### src/rtl/pll_lock_supervisor.sv
// PLL lock supervisor: pulses PLL reset, waits for a stable lock with timeout/retry,
// then releases downstream domain resets in staggered index order.
module pll_lock_supervisor #(
  parameter int unsigned NCHAN       = 4,
  parameter int unsigned PLLRST_LEN  = 32,
  parameter int unsigned TIMEOUT     = 65536,
  parameter int unsigned LOCK_STABLE = 1024,
  parameter int unsigned STAGGER     = 16,
  parameter int unsigned CNT_W       = 8
) (
  input  logic             clkin,
  input  logic             reset,
  input  logic             pll_locked,
  input  logic             clear_count,
  output logic             pll_rst,
  output logic [NCHAN-1:0] rst_out,
  output logic             ready,
  output logic [CNT_W-1:0] loss_count,
  output logic [CNT_W-1:0] retry_count
);

  localparam int unsigned MAX_A = (PLLRST_LEN > TIMEOUT) ? PLLRST_LEN : TIMEOUT;
  localparam int unsigned MAX_B = (LOCK_STABLE > STAGGER) ? LOCK_STABLE : STAGGER;
  localparam int unsigned TMAX  = (MAX_A > MAX_B) ? MAX_A : MAX_B;
  localparam int unsigned TMR_W = $clog2(TMAX);

  localparam logic [TMR_W-1:0] PLLRST_LAST  = TMR_W'(PLLRST_LEN - 1);
  localparam logic [TMR_W-1:0] TIMEOUT_LAST = TMR_W'(TIMEOUT - 1);
  localparam logic [TMR_W-1:0] STABLE_LAST  = TMR_W'(LOCK_STABLE - 1);
  localparam logic [TMR_W-1:0] STAGGER_LAST = TMR_W'(STAGGER - 1);

  typedef enum logic [2:0] {
    PLLRST,
    WAIT_LOCK,
    STABLE,
    RELEASE,
    RUN
  } state_t;

  state_t           state;
  logic [TMR_W-1:0] timer;
  logic             sync1;
  logic             lock_s;
  logic             loss_inc_c;
  logic             retry_inc_c;

  // Two-flop synchroniser for the asynchronous PLL lock
  always_ff @(posedge clkin) begin
    if (reset) begin
      sync1  <= 1'b0;
      lock_s <= 1'b0;
    end else begin
      sync1  <= pll_locked;
      lock_s <= sync1;
    end
  end

  // Counter event strobes, shared by the FSM and the saturating counters
  always_comb begin
    loss_inc_c  = 1'b0;
    retry_inc_c = 1'b0;
    if ((state == RELEASE || state == RUN) && !lock_s) loss_inc_c = 1'b1;
    if (state == WAIT_LOCK && !lock_s && timer == TIMEOUT_LAST) retry_inc_c = 1'b1;
  end

  // A clear coincident with an event leaves the count at one
  function automatic logic [CNT_W-1:0] cnt_next(input logic [CNT_W-1:0] c,
                                                input logic inc, input logic clr);
    if (clr) return inc ? CNT_W'(1) : '0;
    if (inc && c != '1) return c + CNT_W'(1);
    return c;
  endfunction

  always_ff @(posedge clkin) begin
    if (reset) begin
      state       <= PLLRST;
      timer       <= '0;
      pll_rst     <= 1'b1;
      rst_out     <= '1;
      ready       <= 1'b0;
      loss_count  <= '0;
      retry_count <= '0;
    end else begin
      loss_count  <= cnt_next(loss_count, loss_inc_c, clear_count);
      retry_count <= cnt_next(retry_count, retry_inc_c, clear_count);
      case (state)
        PLLRST: begin
          if (timer == PLLRST_LAST) begin
            pll_rst <= 1'b0;
            timer   <= '0;
            state   <= WAIT_LOCK;
          end else begin
            timer <= timer + TMR_W'(1);
          end
        end
        WAIT_LOCK: begin
          if (lock_s) begin
            timer <= '0;
            state <= STABLE;
          end else if (retry_inc_c) begin
            pll_rst <= 1'b1;
            timer   <= '0;
            state   <= PLLRST;
          end else begin
            timer <= timer + TMR_W'(1);
          end
        end
        STABLE: begin
          if (!lock_s) begin
            timer <= '0;
            state <= WAIT_LOCK;
          end else if (timer == STABLE_LAST) begin
            rst_out <= {NCHAN{1'b1}} << 1;
            timer   <= '0;
            state   <= RELEASE;
          end else begin
            timer <= timer + TMR_W'(1);
          end
        end
        RELEASE, RUN: begin
          if (loss_inc_c) begin
            rst_out <= '1;
            ready   <= 1'b0;
            timer   <= '0;
            state   <= WAIT_LOCK;
          end else if (state == RELEASE) begin
            // Left shift keeps the released bits contiguous from index 0
            if (rst_out == '0) begin
              ready <= 1'b1;
              state <= RUN;
            end else if (timer == STAGGER_LAST) begin
              rst_out <= rst_out << 1;
              timer   <= '0;
            end else begin
              timer <= timer + TMR_W'(1);
            end
          end
        end
        default: state <= PLLRST;
      endcase
    end
  end

endmodule
### config.mk
export PLATFORM = sky130hd
export DESIGN_NAME = pll_lock_supervisor
export DESIGN_NICKNAME = d
export VERILOG_FILES = /design/src/rtl/pll_lock_supervisor.sv
export SDC_FILE = /design/constraint.sdc
export NUM_CORES = 1
export LEC_CHECK = 0
export ABC_AREA = 1
export CORE_MARGIN = 10
export CORE_UTILIZATION = 30
export CTS_BUF_LIST = sky130_fd_sc_hd__clkbuf_2 sky130_fd_sc_hd__clkbuf_4 sky130_fd_sc_hd__clkbuf_8
export CTS_CLUSTER_SIZE = 14
export DETAILED_ROUTE_END_ITERATION = 7
export GPL_ROUTABILITY_DRIVEN = 0
export GPL_TIMING_DRIVEN = 0
export PLACE_DENSITY_LB_ADDON = 0.25
export SETUP_SLACK_MARGIN = 0.3
export SYNTH_ARGS = -nofsm -noshare
export SYNTH_HDL_FRONTEND = slang
export SYNTH_SLANG_ARGS = --single-unit
### constraint.sdc
create_clock -name clkin -period 4.1 [get_ports clkin]
set_input_delay 1.23 -clock clkin [delete_from_list [all_inputs] [get_ports clkin]]
set_output_delay 1.23 -clock clkin [all_outputs]
set_load 0.05 [all_outputs]
; Word-level counts from Yosys, hierarchy flattened
; Index checks and enable logic that the tools add are counted.
; W data, S select, Z words.
[word_totals]
reg_bits = 43
output_inout_bits = 22
input_bits = 4
wordCells = 108
[classes]
muxes = 53
eq_ne = 21
addsub = 3
n_reduce_logical = 22
[ops]
columns = operator, n
row1 = $mux W16, 9
row2 = $mux W8, 8
row3 = $pmux W16 S4, 1
row4 = $mux W3, 8
row5 = $mux W4, 6
row6 = $mux W1, 18
row7 = $ne A3 B3 Y1 const B, 6
row8 = $add A16 B1 Y16 const B, 1
row9 = $add A8 B1 Y8 const B, 2
row10 = $eq A16 B10 Y1 const B, 1
row11 = $eq A16 B16 Y1 const B, 1
row12 = $eq A16 B4 Y1 const B, 1
row13 = $eq A16 B5 Y1 const B, 1
row14 = $ne A8 B8 Y1 const B, 2
row15 = $pmux W3 S4, 1
row16 = $reduce_bool A2 Y1, 6
row17 = $ne A2 B2 Y1 const B, 5
row18 = $pmux W4 S2, 1
row19 = $eq A3 B2 Y1 const B, 2
row20 = $reduce_and A3 Y1, 2
row21 = $reduce_and A6 Y1, 1
row22 = $logic_and A1 B1 Y1, 5
row23 = $reduce_and A5 Y1, 1
row24 = $logic_not A4 Y1, 1
row25 = 9 further kinds, 9

; Longest topological paths before layout
[logic_depth]
word_depth = 10
depth_mapped = 14
depth_no_buf = 14

; Worst setup path before layout
; No wires, ideal clock.
[synth_path]
kind = input to register
start = input port reset
end = register timer[2]
path_buffers = 2
path_stages = 5
arrival_time_ps = 2113
required_time_ps = 4030
setup_ps = 70
path_slack_ps = 1917
cell_sequence = clkbuf_1 > inv_1 > clkbuf_1 > o21ai_0 > a21oi_1
[synth_lines]
columns = element, line_no
row1 = start: declaration, 12  ; input logic reset,
row2 = end signal: assignment, 93  ; timer <= timer + TMR_W'(1);
row3 = end signal: assignment, 105  ; timer <= timer + TMR_W'(1);
row4 = end signal: assignment, 117  ; timer <= timer + TMR_W'(1);
row5 = end: declaration, 41  ; logic [TMR_W-1:0] timer;

; Worst setup path in the final report
[layout_path]
start = register retry_count[5]
end = output port retry_count[5]
[layout_lines]
columns = element, line_no
row1 = start: declaration, 19  ; output logic [CNT_W-1:0] retry_count
row2 = start signal: assignment, 85  ; retry_count <= cnt_next(retry_count, retry_inc_c, clear_count);
; No word-level cell between the ends.

==> flow_summary_export.csv <==
group,metric,value,unit
place,place_inst,494,
detailed_routing,vias_per_cell,4.57,
logic_synthesis,synth_cell_type_count,34,
grt,grt_pass1_wl,10100,µm
logic_synthesis,syn-cell-area,2500,µm²
detailed_routing,wl_met3,423,µm
timing,hold_viol,0,
floorplan,die-area,12400,µm²
logic_synthesis,synth_seq_area_share,34.4,%
detailed_routing,topRoutingLayerUsed,"met4",
timing,setup_viol,0,
clocking,numCtsBuffers,5,
floorplan,chipHeight,111,µm
critical_path,crit_type,"flop to primary output",
worst_hold_path,hp-class,"flop to flop",
clocking,insertion_delay,310,ps
logic_synthesis,synth_edf_count,0,
critical_path,crit_start,"retry_count[5]",
critical_path,crit_buf_inv,1,
timing,fin_skew,7.03,ps
pwr,p_leak,1.21,nW
finish,seqCellArea,861,µm²
job,cap_violations,0,
clocking,clockBufferDepth,2,
place,place_hpwl,4390,µm
critical_path,cp_top_family,"buffers and inverters",
critical_path,crit_required,2870,ps
finish,diodes,0,
grt,grt_pass1_vias,2188,
critical_path,r2r_slack,2290,ps
finish,fin_cells,502,
pwr,power_density,399,nW/µm²
logic_synthesis,async_flop_share,0,%
critical_path,r2r_end,"timer[3]",
detailed_routing,routed_wl,5780,µm
timing,finalCritPeriodShare,68.7,%
pwr,peakVddDrop,0.125,mV
timing,rsz0062_at_grt,"false",
grt,overflow,0,
timing,min_period,2820,ps
clocking,cts_tree,"done",
grt,grt_max_degree,16,
critical_path,cp_slowest_cell,"clkdlybuf4s50_1",
clocking,post_cts_buffers,0,
detailed_routing,num_vias,2296,
clocking,root_buffer,"clkbuf_8",
finish,drive_above_1_share,15.4,%
critical_path,critPathLaunchType,"flop",
logic_synthesis,ys.flop_type,"dfxtp_1",
critical_path,worst-path-max-fanout,6,
detailed_routing,drc,0,
critical_path,regToRegStartpoint,"timer[0]",
detailed_routing,ant_nets,0,
floorplan,pin_count,26,
critical_path,worstPathArrival,1590,ps
clocking,cts.sinks,43,
pwr,total_power,1.20,mW
timing,max_slew_margin,65.3,%
worst_hold_path,min_to,"lock_s",
detailed_routing,drt_iter0_drc,69,
logic_synthesis,syn_area_per_cell,6.86,µm²
detailed_routing,wire_per_inst,11.5,µm
finish,num-nets-final,403,
clocking,cts.htree.levels,2,
critical_path,worstSetupEndpointType,"primary output",
finish,finish.utilization,36.6,%
finish,areaGrowthSynthToFinish,19.5,%
finish,n_fill_cell,865,
floorplan,die_x,111,µm
detailed_routing,drt-pass1-iter-count,4,
floorplan,num_rows,33,
clocking,cts.repair.resized,0,
logic_synthesis,syn_nets,372,
timing,fmax,0.355,GHz
timing,final.setup.tns,0,ps
place,port_buffers,24,
grt,grtUsageTotal,9.32,%
floorplan,core-area,8180,µm²
finish,multi_input_area,1400,µm²
status,outcome,"completed",
critical_path,crit_chain,"clkdlybuf4s50_1",
detailed_routing,wl_met1,2920,µm
critical_path,worst-r2r-cell-count,14,
timing,tightest_slew,519,ps
logic_synthesis,synth-seq-cells,43,
grt,grt_antenna_before_repair,0,
detailed_routing,route.met2.wl,2370,µm
worst_hold_path,min_from,"sync1",
critical_path,critical-path-max-stage-delay,860,ps
timing,final_max_slew_viol_count,0,
clocking,cts_hold_buf,0,
floorplan,initial_core_util,30.6,%
clocking,clk_pin_slew,100,ps
worst_hold_path,worstHoldPathCells,2,
logic_synthesis,netlist_instances,365,
logic_synthesis,ys.warnings.count,0,
## cells in the mapped netlist, types with 2 or more instances
cell type,count,share of area (%)
a21oi_1,19,3.8
a21oi_2,3,1.0
a31oi_1,2,0.50
clkbuf_1,2,0.30
dfxtp_1,43,34
ha_1,3,1.5
inv_1,47,7.0
inv_2,7,1.0
nand2_1,79,12
nand2_2,8,2.0
nand2_4,3,1.3
nand2_8,2,1.6
nand3_1,26,5.2
nand3_2,3,1.2
nand4_1,13,3.2
nor2_1,45,6.7
nor2_2,14,3.5
nor2_4,6,2.7
nor3_1,9,1.8
o21ai_0,9,1.8
o21ai_1,5,1.0
xnor2_1,3,1.0
xor2_1,3,1.0
## worst min-delay path, cell delays in order, from the launching register on
cell	delay (ps)
dfxtp_1	310
inv_1	40
nor2_1	30
## kinds of logic (layout without fill, tap and decap cells)
kind of cell,count (synthesis),after routing,synth area share [%]
xor+xnor,6,6,2.10
compound gates,40,40,9.14
fa+ha+maj,3,3,1.50
flops,43,43,34.4
simple gates,214,214,43.2
buf+inv,59,91,9.74
## area by class of cell
class | count | share of cell area, %
inverter | 55 | 7.15
clock inverter | 3 | 1.59
clock buffer | 5 | 2.30
timing repair buffer | 24 | 8.03
buffer | 4 | 1.00
multi-input combinational | 263 | 46.8
tap | 105 | 4.39
sequential | 43 | 28.8
## cell usage in the layout, fill, tap and decap left out, types with 5 or more instances in the layout
cell type	instances
inv_2	7
nand4_1	13
nand3_1	26
nand2_2	8
nor3_1	9
dfxtp_1	43
o21ai_1	5
nor2_4	6
clkbuf_8	5
nand2_1	79
nor2_2	14
clkdlybuf4s50_1	24
nor2_1	45
a21oi_1	19
o21ai_0	9
inv_1	47
## state kept, by name, indices dropped and copies added (netlist names)
register	cells
rst_out	4
timer	16
lock_s	1
pll_rst	1
sync1	1
retry_count	8
loss_count	8
state	3
ready	1
## layer usage
| metal | up-vias | track usage, % |
|---|---|---|
| met5 | - | 0 |
| met4 | 0 | 2.06 |
| met3 | 5 | 4.13 |
| met2 | 38 | 14.1 |
| met1 | 1021 | 11.9 |
| li1 | 1232 | - |
## power by group
part / switching [mW] / internal, mW
clock: 0.170 / 0.185
sequential: 0.0356 / 0.454
combinational: 0.234 / 0.116
## per-stage QoR
stage,worst slack [ps],hold slack [ps],instance area [µm²]
floorplan,1920,388,2500
global placement,1340,390,2880
detailed placement,1390,397,2880
CTS,1280,411,2990
global route,1220,429,2990
finish,1280,408,2990
## how the worst max path moves through the flow
stage,to,cells after the start,slack (ps)
6_report,retry_count[5],1,1280
5_1_grt,loss_count[0],1,1220
4_1_cts,retry_count[5],1,1280
3_5_place_dp,loss_count[4],4,1390
3_3_place_gp,loss_count[4],4,1340
2_1_floorplan,timer[2],5,1920
No activity file was read; power rests on OpenSTA's default activity.
==> edit 1, RTL diff (same flow settings) <==
Set the parameter `LOCK_STABLE` to 2048 (it was 1024).
--- a/src/rtl/pll_lock_supervisor.sv
+++ b/src/rtl/pll_lock_supervisor.sv
@@ -4,7 +4,7 @@
   parameter int unsigned NCHAN       = 4,
   parameter int unsigned PLLRST_LEN  = 32,
   parameter int unsigned TIMEOUT     = 65536,
-  parameter int unsigned LOCK_STABLE = 1024,
+  parameter int unsigned LOCK_STABLE = 2048,
   parameter int unsigned STAGGER     = 16,
   parameter int unsigned CNT_W       = 8
 ) (
Formal check against the unedited RTL: same outputs for any inputs over 4 cycles, from zero or initial values and one cycle with reset high; that may be too few to reach the edited logic, so the function may still have changed.
==> edit 1 against the original RTL <==
Critical path depth stayed put; area after synthesis is 1.4% lower; global-route usage hardly changed; critical endpoint unchanged; non-clock buffer count is 2 higher; final area is 0.84% lower; die area is 1.1% lower; via count is 0.30% lower; largest power group unchanged; total power is 2.5% lower; wire length is 1.2% lower; worst setup slack worse by 52 ps; sequential cell count stayed put.
==> edit 1: results (changes against the original RTL) <==
Status
  – Run status: completed (unchanged)

Setup path
  – Crit-path leading delay family: buffers and inverters (unchanged)
  – WP data arrival: 1640 ps (was 1590 ps)
  – Worst setup path start: retry_count[5]$_SDFFE_PP0P_ (unchanged)
  – Critical Path End Type: primary output (unchanged)
  – RR Endpoint: timer[7]$_SDFFE_PP0P_ (was timer[3]$_SDFFE_PP0P_)
  – Reg2reg setup slack: 2160 ps (was 2290 ps)
  – R2R cell count: 13 (was 14)
  – Worst r2r src: timer[0]$_SDFFE_PP0P_ (unchanged)

Placement
  – Port bufs: 25 (was 24)
  – DP HPWL: 4430 um (was 4390 um)

Pwr
  – Leakage: 1.14 nW (was 1.21 nW)
  – Peak VDD IR: 0.000159 V (was 0.000125 V)

Synthesis
  – Number of synthesis warnings: 0 (unchanged)
  – Syn nets: 365 (was 372)
  – Primary FF master, synth: dfxtp_1 (unchanged)
  – Seq/Total Area, Yosys: 0.349 (was 0.344)
  – Yosys cell types: 33 (was 34)
  – Top cells by area in the synthesized netlist: dfxtp_1, nand2_1, nor2_1, inv_1, nand3_1 (was dfxtp_1, nand2_1, inv_1, nor2_1, nand3_1)
  – Most common library cells after synthesis: nand2_1, nor2_1, dfxtp_1, inv_1, nand3_1 (was nand2_1, inv_1, nor2_1)

Detailed routing
  – Drt initial violations: 83 (was 69)
  – DR WL/cell: 11.5 um (about the same)
  – Via/cell ratio: 4.61 (was 4.57)

STA
  – Slew @ Worst Pin: 519 ps (about the same)
  – Final Skew: 14.1 ps (was 7.03 ps)

Global route
  – Total GRT Usage: 0.0930 (was 0.0932)
  – Vias in the first global route: 2,204 (was 2,188)
  – Initial antenna violation count: 0 (unchanged)
  – First-pass GRT wire length: 9990 um (was 10,100 um)
  – Pin count of the biggest net entering global routing: 16 (unchanged)

Worst hold path
  – Worst hold path endpoint: lock_s$_SDFF_PP0_ (unchanged)
  – Hold path startpoint: sync1$_SDFF_PP0_ (unchanged)
  – Hold path depth: 2 (unchanged)

Finish
  – Nets@finish: 397 (was 403)
  – Share of cells above drive strength 1: 0.138 (was 0.154)

Clock network
  – CTS HTree Levels: 2 (unchanged)
==> edit 1: changes by cell type after synthesis, sizes merged, moves of 2 or more <==
| cell | delta |
|---|---|
| nand2 | -11 |
| nor2 | +6 |
| clkinv | +2 |
| inv | -8 |
| xor2 | +2 |
| o21ai | +2 |
| buf | +2 |
==> edit 1: metal layers <==
metal | global-route usage | vias to the layer above | share of wire
met5 | 0 | - | 0
met4 | 0.0425 | 0 | 0.019
met3 | 0.0254 | 11 | 0.048
met2 | 0.145 | 38 | 0.44
met1 | 0.116 | 1028 | 0.49
li1 | - | 1212 | -
==> edit 1: cell type report <==
class	instances	area, um2
clock inverter	3	47.5
sequential	43	861
multi-input combinational	261	1370
tap	105	131
buffer	5	51.3
timing repair buffer	25	250
clock buffer	5	68.8
fill	878	5120
inverter	49	193
==> edit 1: stage by stage <==
step                 util  cell area [um2]  hold slack, ps  instances  setup WS [ps]
floorplan               -             2470             388        358           2170
global placement    0.352             2850             398        488           1380
detailed placement  0.352             2850             398        488           1360
CTS                 0.367             2970             413        496           1220
global route        0.367             2970             436        496           1190
finish              0.367             2970             409        496           1230
==> edit 1: power breakdown <==
group / switching (mW) / internal [mW] / total, mW
clock: 0.159 / 0.185 / 0.343
combinational: 0.216 / 0.116 / 0.333
sequential: 0.0361 / 0.454 / 0.490
total: 0.411 / 0.755 / 1.17
==> edit 1: logic make-up (layout without fill, tap and decap cells) <==
family,after synthesis,count (layout),share of synthesized area
AOI/OAI and AO/OA,43,43,0.0942
xor gates and xnor gates,8,8,0.0284
adders and majority gates,3,3,0.0152
buffers and inverters,54,87,0.0988
DFF,43,43,0.349
and+or+nand+nor,207,207,0.415
==> edit 2, RTL diff (same flow settings) <==
Made on the original files. Reset style: asynchronous (`reset`), changed in 2 clocked blocks.
--- a/src/rtl/pll_lock_supervisor.sv
+++ b/src/rtl/pll_lock_supervisor.sv
@@ -45,7 +45,7 @@
   logic             retry_inc_c;
 
   // Two-flop synchroniser for the asynchronous PLL lock
-  always_ff @(posedge clkin) begin
+  always_ff @(posedge clkin or posedge reset) begin
     if (reset) begin
       sync1  <= 1'b0;
       lock_s <= 1'b0;
@@ -71,7 +71,7 @@
     return c;
   endfunction
 
-  always_ff @(posedge clkin) begin
+  always_ff @(posedge clkin or posedge reset) begin
     if (reset) begin
       state       <= PLLRST;
       timer       <= '0;
Behaviour: no difference found for any inputs over 10 cycles, from zero or initial values and one cycle with reset high; that may be too few to reach the edited logic, so the function may still have changed.
==> edit 2 against the original RTL <==
Synthesized cell count is 7.1% lower; worst setup slack got worse by 80 ps; final area up 1.1%; clock power is 14% lower; largest cell class unchanged; highest routed layer unchanged; utilization up 0.40 points; global-route usage shrank 0.13 points; sequential cell count is the same; count of clock-buffer cells in the layout rose by 2; area after synthesis rose by 0.60%; total power increased by 16%; sequential power grew 13%; wire length down 3.7%; critical endpoint is now rst_out[2]; critical path depth did not move; sequential share of layout area up 7.0 points.
==> edit 2: results (changes against the original RTL) <==
Clock network
  – TritonCTS Buffers: 5 (unchanged)
  – Post-CTS Setup Inserts: 0 (unchanged)
  – CTS tree: built (unchanged)
  – Clock Path Buffers: 2 (unchanged)
  – Root Driver: clkbuf_8 (unchanged)
  – CTS HTree Levels: 2 (unchanged)
  – Clk slew on worst S/H paths: 90 ps
  – CTS resizes: 0 (unchanged)
  – Clock Latency Late Sink: 300 ps

Finish
  – Nets@finish: 379 (was 403)
  – Top flop regs: timer (16), loss_count (8), retry_count (8) (unchanged)
  – Antenna cells: 0 (unchanged)
  – Share of cells above drive strength 1: 0.115 (was 0.154)

Synthesis
  – Number of synthesis warnings: 0 (unchanged)
  – Seq/Total Area, Yosys: 0.429 (was 0.344)
  – Yosys cell types: 25 (was 34)
  – Syn nets: 346 (was 372)
  – Post-synth ARST share: 1.00 (was 0)
  – Top cells by area in the synthesized netlist: dfrtp_1, nand2_1, nor2_1, inv_1, dfstp_2 (was dfxtp_1, nand2_1, inv_1, nor2_1, nand3_1)
  – Most common library cells after synthesis: nand2_1, nor2_1, inv_1 (was nand2_1, inv_1, nor2_1)
  – Primary FF master, synth: dfrtp_1 (was dfxtp_1)

Worst hold path
  – Hold path startpoint: sync1$_DFF_PP0_ (was sync1$_SDFF_PP0_)
  – Worst min path class: flop to flop (unchanged)
  – Hold path depth: 0 (was 2)

Global route
  – Pin count of the biggest net entering global routing: 32 (was 16)
  – Met3 Use GR: 0.0306 (was 0.0413)
  – Initial antenna violation count: 0 (unchanged)
  – Vias in the first global route: 2,158 (was 2,188)
  – Routing usage on met1: 0.114 (was 0.119)
  – Met2 usage: 0.148 (was 0.141)
  – Total GRT Usage: 0.0919 (was 0.0932)
  – First-pass GRT wire length: 9840 um (was 10,100 um)

Placement
  – DP HPWL: 4260 um (was 4390 um)
  – Placement Setup Slack: 1380 ps (was 1390 ps)
  – Port bufs: 25 (was 24)

Pwr
  – P_clk: 0.305 mW (was 0.355 mW)
  – Sw Share: 0.409 (was 0.368)
  – Combinational fraction of design power: 0.384 (was 0.293)
  – Peak VDD IR: 0.000209 V (was 0.000125 V)
  – Pwr dens: 460 nW/um2 (was 399 nW/um2)
  – Leakage: 1.30 nW (was 1.21 nW)

Setup path
  – CP max FO: 4 (was 6)
  – Max incr delay on CP: 810 ps (was 860 ps)
  – Slowest-stage cell, CP: clkdlybuf4s50_1 (unchanged)
  – R2R cell count: 10 (was 14)
  – Crit-path leading delay family: buffers and inverters (unchanged)
  – Worst setup path start: rst_out[2]$_DFFE_PP1P_ (was retry_count[5]$_SDFFE_PP0P_)
  – CP startpoint kind: flop (unchanged)
  – Worst r2r src: state[0]$_DFFE_PP0P_ (was timer[0]$_SDFFE_PP0P_)
  – WP data arrival: 1670 ps (was 1590 ps)

Status
  – Run status: completed (unchanged)

Detailed routing
  – Routed wire length: 5570 um (was 5780 um)
  – Drt initial violations: 58 (was 69)
  – DR pass1 iterations: 4 (unchanged)
  – Via/cell ratio: 4.54 (was 4.57)

STA
  – Max transition margin: 0.659 (was 0.653)
  – Final Skew: 10.5 ps (was 7.03 ps)
edit 2: cell types whose count changed after synthesis, sizes merged, moves of 4 or more:
cell   unedited run  this run
dfxtp            43         0
dfrtp             0        38
a21oi            22         9
inv              55        42
nand2            92        80
nor2             65        73
xor2              3         9
dfstp             0         5
nand3            29        24
o21ai            16        20
edit 2: logic make-up (layout without fill, tap and decap cells):
group	Yosys count	count (layout)	share of synthesized area
AO/OA/AOI/OAI	35	35	0.0770
adder cells (fa/ha/maj)	3	3	0.0149
AND/OR/NAND/NOR	199	199	0.357
flip-flops	43	43	0.429
XOR/XNOR	14	14	0.0487
buffers and inverters	45	79	0.0730
edit 2: path summary, 6_finish.rpt:
check	slack [ps]	to
setup / recovery	1200	rst_out[2]
hold / removal	360	lock_s$_DFF_PP0_
setup reg to reg	2220	loss_count[0]$_DFFE_PP0P_
hold reg to reg	360	lock_s$_DFF_PP0_
max in group asynchronous	2380	rst_out[3]$_DFFE_PP1P_
min in group asynchronous	1200	timer[9]$_DFFE_PP0P_
edit 2: routing by layer:
layer	share of wire	up-vias
met1	0.50	996
met5	0	-
li1	-	1142
met2	0.45	27
met4	0.011	0
met3	0.047	6
edit 2: through the flow:
step | instances | instance area [um2] | hold slack [ps]
4_1_cts | 478 | 3030 | 363
2_1_floorplan | 339 | 2520 | 331
5_1_grt | 478 | 3030 | 371
3_5_place_dp | 470 | 2920 | 342
3_3_place_gp | 469 | 2900 | 333
6_report | 478 | 3030 | 359
edit 2: cell type report:
type / count / area, um2
fill: 873 / 5150
tap: 105 / 131
inverter: 42 / 158
buffer: 3 / 26.3
multi-input combinational: 251 / 1250
clock inverter: 1 / 7.51
timing repair buffer: 26 / 270
clock buffer: 7 / 96.3
sequential: 43 / 1080
